**config.mk**
```make
export PLATFORM = sky130hd
export DESIGN_NAME = multicycle_sequencer
export DESIGN_NICKNAME = d
export VERILOG_FILES = /design/src/rtl/multicycle_sequencer_pkg.sv /design/src/rtl/multicycle_sequencer_sat_counter.sv /design/src/rtl/multicycle_sequencer.sv
export SDC_FILE = /design/constraint.sdc
export NUM_CORES = 1
export LEC_CHECK = 0
export BUFFER_PORTS_ARGS = -buffer_cell sky130_fd_sc_hd__buf_2
export CORE_UTILIZATION = 48
export CTS_BUF_LIST = sky130_fd_sc_hd__clkbuf_8
export CTS_CLUSTER_DIAMETER = 80
export DETAILED_ROUTE_END_ITERATION = 6
export PLACE_DENSITY = 0.83
export SETUP_SLACK_MARGIN = 0.02
export SLEW_MARGIN = 20
export SYNTH_ARGS = -nofsm -noshare
export SYNTH_HDL_FRONTEND = slang
export SYNTH_HIERARCHICAL = 1
export SYNTH_SLANG_ARGS = --single-unit
```
**constraint.sdc**
```tcl
create_clock -name clk -period 2.25 [get_ports clk]
set_input_delay 0.1125 -clock clk [delete_from_list [all_inputs] [get_ports clk]]
set_output_delay 0.1125 -clock clk [all_outputs]
set_load 0.01 [all_outputs]
```
**src/rtl/multicycle_sequencer_pkg.sv**
```systemverilog
// Shared sequencer state encodings and state-width constant.
package multicycle_sequencer_pkg;

  localparam int STATE_W = 3;

  typedef enum logic [STATE_W-1:0] {
    ST_FETCH     = 3'd0,
    ST_DECODE    = 3'd1,
    ST_EXECUTE   = 3'd2,
    ST_WRITEBACK = 3'd3,
    ST_HALT      = 3'd4
  } state_e;

endpackage

```
**src/rtl/multicycle_sequencer_sat_counter.sv**
```systemverilog
// Saturating up-counter: increments on inc, holds at all-ones, sync reset to 0.
// One-cycle latency from inc to count; never wraps.
module sat_counter #(
  parameter int WIDTH = 16
) (
  input  logic             clk,
  input  logic             reset,
  input  logic             inc,
  output logic [WIDTH-1:0] count
);

  logic [WIDTH-1:0] count_q, count_d;

  always_comb begin
    count_d = count_q;
    if (inc && (count_q != '1)) begin
      count_d = count_q + WIDTH'(1);
    end
  end

  always_ff @(posedge clk) begin
    if (reset) begin
      count_q <= '0;
    end else begin
      count_q <= count_d;
    end
  end

  assign count = count_q;

endmodule

```
**src/rtl/multicycle_sequencer.sv**
```systemverilog
// Multicycle FETCH/DECODE/EXECUTE/WRITEBACK sequencer with HALT; 4 cycles per instruction minimum.
// Stalls in FETCH until mem_ack and in EXECUTE until exec_done.
module multicycle_sequencer
  import multicycle_sequencer_pkg::*;
#(
  parameter int                ADDR_W   = 8,
  parameter int                OP_W     = 8,
  parameter logic [ADDR_W-1:0] RESET_PC = '0,
  parameter int                CNT_W    = 16
) (
  input  logic               clk,
  input  logic               reset,
  input  logic [OP_W-1:0]    instr,
  input  logic               mem_ack,
  input  logic               exec_done,
  input  logic               branch_taken,
  input  logic [ADDR_W-1:0]  branch_target,
  input  logic               halt_req,
  input  logic               run,
  output logic               mem_req,
  output logic               decode_en,
  output logic               exec_en,
  output logic               wb_en,
  output logic               halted,
  output logic               retired,
  output logic [ADDR_W-1:0]  pc,
  output logic [OP_W-1:0]    ir,
  output logic [STATE_W-1:0] state,
  output logic [CNT_W-1:0]   instr_count
);

  state_e            state_q, state_d;
  logic [ADDR_W-1:0] pc_q, pc_d;
  logic [OP_W-1:0]   ir_q, ir_d;

  always_comb begin
    state_d = state_q;
    pc_d    = pc_q;
    ir_d    = ir_q;
    case (state_q)
      ST_FETCH: begin
        if (mem_ack) begin
          ir_d    = instr;
          pc_d    = pc_q + ADDR_W'(1);
          state_d = ST_DECODE;
        end
      end
      ST_DECODE: state_d = ST_EXECUTE;
      ST_EXECUTE: begin
        // Halt wins over a simultaneous branch and leaves pc pointing past the halt.
        if (exec_done) begin
          if (halt_req) begin
            state_d = ST_HALT;
          end else begin
            if (branch_taken) begin
              pc_d = branch_target;
            end
            state_d = ST_WRITEBACK;
          end
        end
      end
      ST_WRITEBACK: state_d = ST_FETCH;
      ST_HALT: begin
        if (run) begin
          state_d = ST_FETCH;
        end
      end
      default: state_d = ST_FETCH;
    endcase
  end

  always_ff @(posedge clk) begin
    if (reset) begin
      state_q <= ST_FETCH;
      pc_q    <= RESET_PC;
      ir_q    <= '0;
    end else begin
      state_q <= state_d;
      pc_q    <= pc_d;
      ir_q    <= ir_d;
    end
  end

  assign mem_req   = (state_q == ST_FETCH);
  assign decode_en = (state_q == ST_DECODE);
  assign exec_en   = (state_q == ST_EXECUTE);
  assign wb_en     = (state_q == ST_WRITEBACK);
  assign retired   = (state_q == ST_WRITEBACK);
  assign halted    = (state_q == ST_HALT);
  assign pc        = pc_q;
  assign ir        = ir_q;
  assign state     = state_q;

  sat_counter #(
    .WIDTH (CNT_W)
  ) u_instr_cnt (
    .clk   (clk),
    .reset (reset),
    .inc   (retired),
    .count (instr_count)
  );

endmodule
```
==> results.yml, run 1 <==
synth:
  yosysWarnings: 6
  synth_compound_area_share_pct: 20.3
  synth_top_family_by_area: "simple AND/OR/NAND/NOR gates"
  syn_avg_cell_area_um2: 8.34
  synth-async-reset-ratio_pct: 0
  synth_mux_area_share_pct: 2.96
  synth_top_cell_by_area: "dfxtp_1"
  synth_fp_nets: 248
  yosys.area_share.adder_pct: 1.34
  synthFlopType: "dfxtp_1"
  synth_top_area_share_pct: 37.7
  netlist_area_um2: 1860
  synth_xor_xnor_area_share_pct: 0.941
  synth_seq_cells: 35
  synthCells: 223
  ys_top_cells_by_area: "dfxtp_1, a21oi_1, nand2_1, nand3_1, or4_1"
  synth_edf_count: 0
  post_synth_num_cell_types: 50
  yosys.area_share.simple_pct: 31.5
  ys_seq_area_share_pct: 37.7
worst_setup_path:
  cp-startpoint: "state[1]"
  end_kind: "primary output"
  regToRegSetupSlack_ps: 420
  max_stage_delay_ps: 480
  worstPathCellList: "buf_4 > or3b_1 > inv_2 > buf_2"
  required_ps: 2140
  start_kind: "flop"
  cp.depth: 4
  rr_worst_depth: 6
  critPathSlowestCell: "or3b_1"
  worstPathArrival_ps: 1740
  crit_fanout: 16
  critPathKind: "flop to primary output"
  crit_buf_inv: 3
  r2r_end: "pc[6]"
  cp_top_family: "buffers and inverters"
  rr_startpoint: "state[1]"
die:
  initial_core_util_pct: 50.4
  die_area_um2: 4130
  die_y_um: 64.3
  coreArea_um2: 3690
  die_w_um: 64.3
  fp-row-count: 22
  pin_count: 64
run:
  max_cap_viol_count: 0
clock_tree:
  path_clk_slew_ps: 70
  cts_tree: "yes"
  post_cts.repair.setup_buffers: 0
  root_buffer: "clkbuf_8"
  cts-htree-levels: 2
  clk_latency_ps: 280
  hold_buffers: 0
  clock-sinks: 35
  cts_resized: 0
  numCtsBuffers: 5
  ctsLongestPathBuffers: 2
global_routing:
  overflow: 0
  grt_pass1_wl_um: 7310
  grt_pass1_vias: 1581
  grt_max_degree: 20
  grt_usage_pct: 22.4
  antenna_found_initial: 0
finish:
  finalNetCount: 312
  mostFrequentLayoutCells: "buf_2, dfxtp_1, nand2_1"
  multi_input_area_um2: 1060
  antennaDiodeCount: 0
  nFillCells: 324
  areaGrowthSynthToFinish_pct: 26.3
  layout_commonest_cell: "buf_2"
  area.sequential_um2: 701
  drive_above_1_share_pct: 30.9
power:
  pwr-share-comb_pct: 16.5
  powerDensity_nw_per_um2: 685
  p_clk_share_pct: 41.8
  seqPwrFrac_pct: 41.7
  p_sw_share_pct: 25.3
  p_switching_mw: 0.406
  leakagePower_nw: 0.989
  internal_power_mw: 1.20
  ir_drop_mv: 0.386
route:
  drcViolationCount: 0
  vias_per_cell: 5.62
  drt-initial-drc-count: 107
  wirelength_um: 4530
  ant_nets: 0
  wl_per_cell_um: 13.5
  via_count: 1888
  drtPass1Iterations: 4
placement:
  port_buffers: 63
  dp_worst_setup_slack_ps: 473
  dp_hpwl_um: 3240
  gp_congestion: 0.826
sta:
  final.setup.tns_ps: 0
  rsz0062_at_grt: "no"
  tightestPinTransition_ps: 678
  setup_viol: 0
  slew-limit-headroom_pct: 54.2
  finalMaxSlewViolations: 0
  setup_ws_ps: 393
  clock.fmax_mhz: 538
  final.period_utilization_pct: 82.6
  clock_skew_ps: 5.00
  period_needed_ps: 1860
  hold_viol: 0
hold_path:
  hold_end: "ir[5]"
  hold_depth: 3
  hold_path_class: "primary input to flop"
  hold_start: "instr[5]"
status:
  status: "complete, no violations"
[layer usage]
metal  track usage (%)  share of wire (%)  up-vias
li1                  -                  -      954
met4              6.94                1.0        0
met5                 0                  0        -
met3              4.82                5.4        6
met2              33.2                 45       67
met1              32.1                 48      861
[per-stage QoR]
step                hold WS [ps]  cells  utilization, %  cell area (µm²)  power, mW
floorplan                    248    223               -             1860      0.858
global placement             354    328            60.0             2210      0.944
detailed placement           359    328            60.0             2210      0.949
CTS                         49.0    336            63.7             2350       1.62
global route                52.1    336            63.7             2350       1.69
finish                      59.3    336            63.7             2350       1.61
[power groups by stage]
stage | sequential [mW] | combinational (mW) | clock, mW
final | 0.671 | 0.265 | 0.673
after global routing | 0.675 | 0.295 | 0.720
after CTS | 0.671 | 0.265 | 0.689
after detailed placement | 0.685 | 0.264 | 0
after global placement | 0.683 | 0.261 | 0
after floorplan | 0.698 | 0.160 | 0
[cells in the mapped netlist, drive strengths merged (5+ instances only)]
cell and number:
o31ai 6, nand3 11, a21oi 26, nand2 34
inv 6, nor2 10, or4 7, dfxtp 35
nor3 7, clkbuf 5, nand4 5, o21ai 10
buf 8
[kinds of logic (layout without fill, tap and decap cells)]
family,Yosys count,count (layout)
compound gates,57,57
xor+xnor,2,2
fa+ha+maj,2,2
buf+inv,19,84
flops,35,35
mux,5,5
simple gates,103,103
[worst max-delay path by stage]
stage                           end  slack [ps]
6_report                    exec_en         390
4_1_cts                     exec_en         410
3_5_place_dp                  pc[6]         470
3_3_place_gp   u_instr_cnt/count[7]         540
2_1_floorplan  u_instr_cnt/count[7]         190
5_1_grt                     exec_en         290
[worst register-to-register path, stage by stage, from the launching register on]
cell      delay, ps
dfxtp_1         330
buf_4           190
or3b_1          480
inv_2           270
or3_1           150
o21ai_0         100
a211oi_2        230
[layout make-up]
class | count | share of cell area, %
Timing Repair Buffer | 70 | 15.7
Tap cell | 48 | 2.56
Clock buffer | 5 | 2.93
Inverter | 6 | 0.958
Clock inverter | 3 | 2.88
Multi-Input combinational cell | 169 | 45.2
Sequential cell | 35 | 29.8
[registers in the layout, summed over array words and instances, names as in the netlist]
name,count
u_instr_cnt/count,16
ir,8
pc,8
state,3
No activity file was read; power rests on OpenSTA's default activity.
==> inputs of run 2 (changes only) <==
Settings changed: CORE_UTILIZATION 48 to 47, PLACE_DENSITY 0.83 to 0.85.
Clock period 2.25 ns to 1.67 ns, I/O delays scaled along.
==> run 2 against run 1 <==
  * Register-to-register slack worse by 360 ps
  * Cell count up 6.3%
  * Die area up 2.0%
  * Clock skew down 2.6 ps
  * Utilization up 4.2 points
  * Cell area up 7.3%
  * Non-clock buffer count up 21
  * Flip-flop and latch count unchanged
  * Global-route usage up 2.5 points
  * Highest routed layer unchanged
==> results.yml, run 2 (synthesis results as in run 1) <==
status:
  status: "complete, no violations"
clock_tree:
  root_buffer: "clkbuf_8"
  post_cts.repair.setup_buffers: 0
  numCtsBuffers: 5
  cts_tree: "yes"
  path_clk_slew_ps: 70
  ctsLongestPathBuffers: 2
  cts-htree-levels: 2
  clk_latency_ps: 290
  clock-sinks: 35
hold_path:
  hold_depth: 3
  hold_path_class: "primary input to flop"
  hold_start: "instr[6]"
finish:
  finalNetCount: 333
  fin_cells: 357
  nFillCells: 327
  antennaDiodeCount: 0
  postLayoutCellArea_um2: 2520
  layout_commonest_cell: "buf_2"
  mostFrequentLayoutCells: "buf_2, nand2_1, buf_4"
  area.sequential_um2: 726
  drive_above_1_share_pct: 42.1
  areaGrowthSynthToFinish_pct: 35.6
  largest_reg_flops: 16
  multi_input_area_um2: 1100
power:
  leakagePower_nw: 1.08
  powerDensity_nw_per_um2: 745
  p_total_mw: 1.88
  ir_drop_mv: 0.690
die:
  die_area_um2: 4210
  die_w_um: 64.9
  initial_core_util_pct: 50.1
  die_y_um: 64.9
  pin_count: 64
  coreArea_um2: 3720
  fp-row-count: 22
sta:
  final.period_utilization_pct: 96.6
  tightestPinTransition_ps: 451
  hold_slack_ps: 25.9
  rsz0062_at_grt: "yes"
  setup_viol: 0
  slew-limit-headroom_pct: 69.9
  hold_viol: 0
  clock_skew_ps: 2.38
  period_needed_ps: 1610
  finalMaxSlewViolations: 0
  clock.fmax_mhz: 620
worst_setup_path:
  crit_path_frequent_cell: "buf_4"
  rr_startpoint: "u_instr_cnt/count[11]"
  endpoint: "u_instr_cnt/count[7]"
  rr_worst_depth: 6
  max_stage_delay_ps: 510
  end_kind: "flop"
  worstPathCellList: "buf_4 > nand4_1 > nor4_4 > buf_4 > or4_1 > a21oi_1"
  critPathSlowestCell: "or4_1"
  required_ps: 1880
  crit_fanout: 10
  cp-startpoint: "u_instr_cnt/count[11]"
  critPathKind: "flop to flop"
  regToRegSetupSlack_ps: 60
  start_kind: "flop"
  r2r_end: "u_instr_cnt/count[7]"
  worstPathArrival_ps: 1820
global_routing:
  grt_pass1_vias: 1821
  grt_usage_pct: 24.9
  met1_usage_pct: 30.5
  antenna_found_initial: 0
  grt_max_degree: 24
  grt_pass1_wl_um: 8090
  grt-busiest-layer: "met2"
  grtUsageMet3_pct: 4.58
  overflow: 0
  grtUsageMet2_pct: 41.9
route:
  drtPass1Iterations: 4
  drcViolationCount: 0
  wirelength_um: 4870
  drt-initial-drc-count: 160
  wl_per_cell_um: 13.6
  ant_nets: 0
  vias_per_cell: 5.45
  via_count: 1946
placement:
  place_area_um2: 2380
  dpl.cell_count: 349
  gp_congestion: 0.809
  dp_hpwl_um: 3540
  port_buffers: 63
run:
  max_cap_viol_count: 0
run 2: changes by cell type in the layout (fill, tap and decap cells not counted), sizes merged:
cell    delta
inv        +1
clkinv     +1
bufinv     -2
buf       +21
run 2: cell type report:
cell class,instances,area share (%)
multi-input combinational,169,43.7
sequential,35,28.8
clock buffer,5,2.73
clock inverter,3,0.645
timing repair buffer,91,20.8
inverter,6,0.992
tap,48,2.38
run 2: worst min path at each step:
| stage | endpoint | slack, ps |
|---|---|---|
| floorplan | ir[0] | 220 |
| global placement | ir[0] | 320 |
| detailed placement | ir[7] | 330 |
| CTS | ir[1] | 20 |
| global route | ir[5] | 20 |
| finish | ir[6] | 30 |
run 2: power by group:
group,total [mW],switching [mW],internal (mW),leakage [nW]
Clock,0.596,0.311,0.285,0.0453
Sequential,0.902,0.0325,0.869,0.291
Combinational,0.381,0.209,0.171,0.745
Total,1.88,0.553,1.33,1.08
run 2: per-layer routing:
metal | up-vias | share of wire [%]
li1 | 992 | -
met1 | 869 | 45
met2 | 72 | 47
met3 | 13 | 5.0
met4 | 0 | 2.3
met5 | - | 0
run 2: through the flow:
| stage | setup slack, ps | TNS (ps) | utilization [%] |
|---|---|---|---|
| 5_1_grt | -22.1 | -22.1 | 67.9 |
| 3_5_place_dp | 16.9 | 0 | 64.1 |
| 6_report | 57.3 | 0 | 67.9 |
| 4_1_cts | 24.3 | 0 | 66.7 |
| 2_1_floorplan | 21.5 | 0 | - |
| 3_3_place_gp | 68.0 | 0 | 64.1 |
run 2: critical path: cells and delay by family (launching register included):
kind / cells / cell delay [ps]
compound gates: 1 / 160
buf+inv: 2 / 320
flops: 1 / 320
simple gates: 3 / 730
run 2: repair_timing:
action	CTS	global route
endpoints found under the setup margin	2	14
gates resized for setup	4	18
hold buffers	0	0
pin swaps	0	5
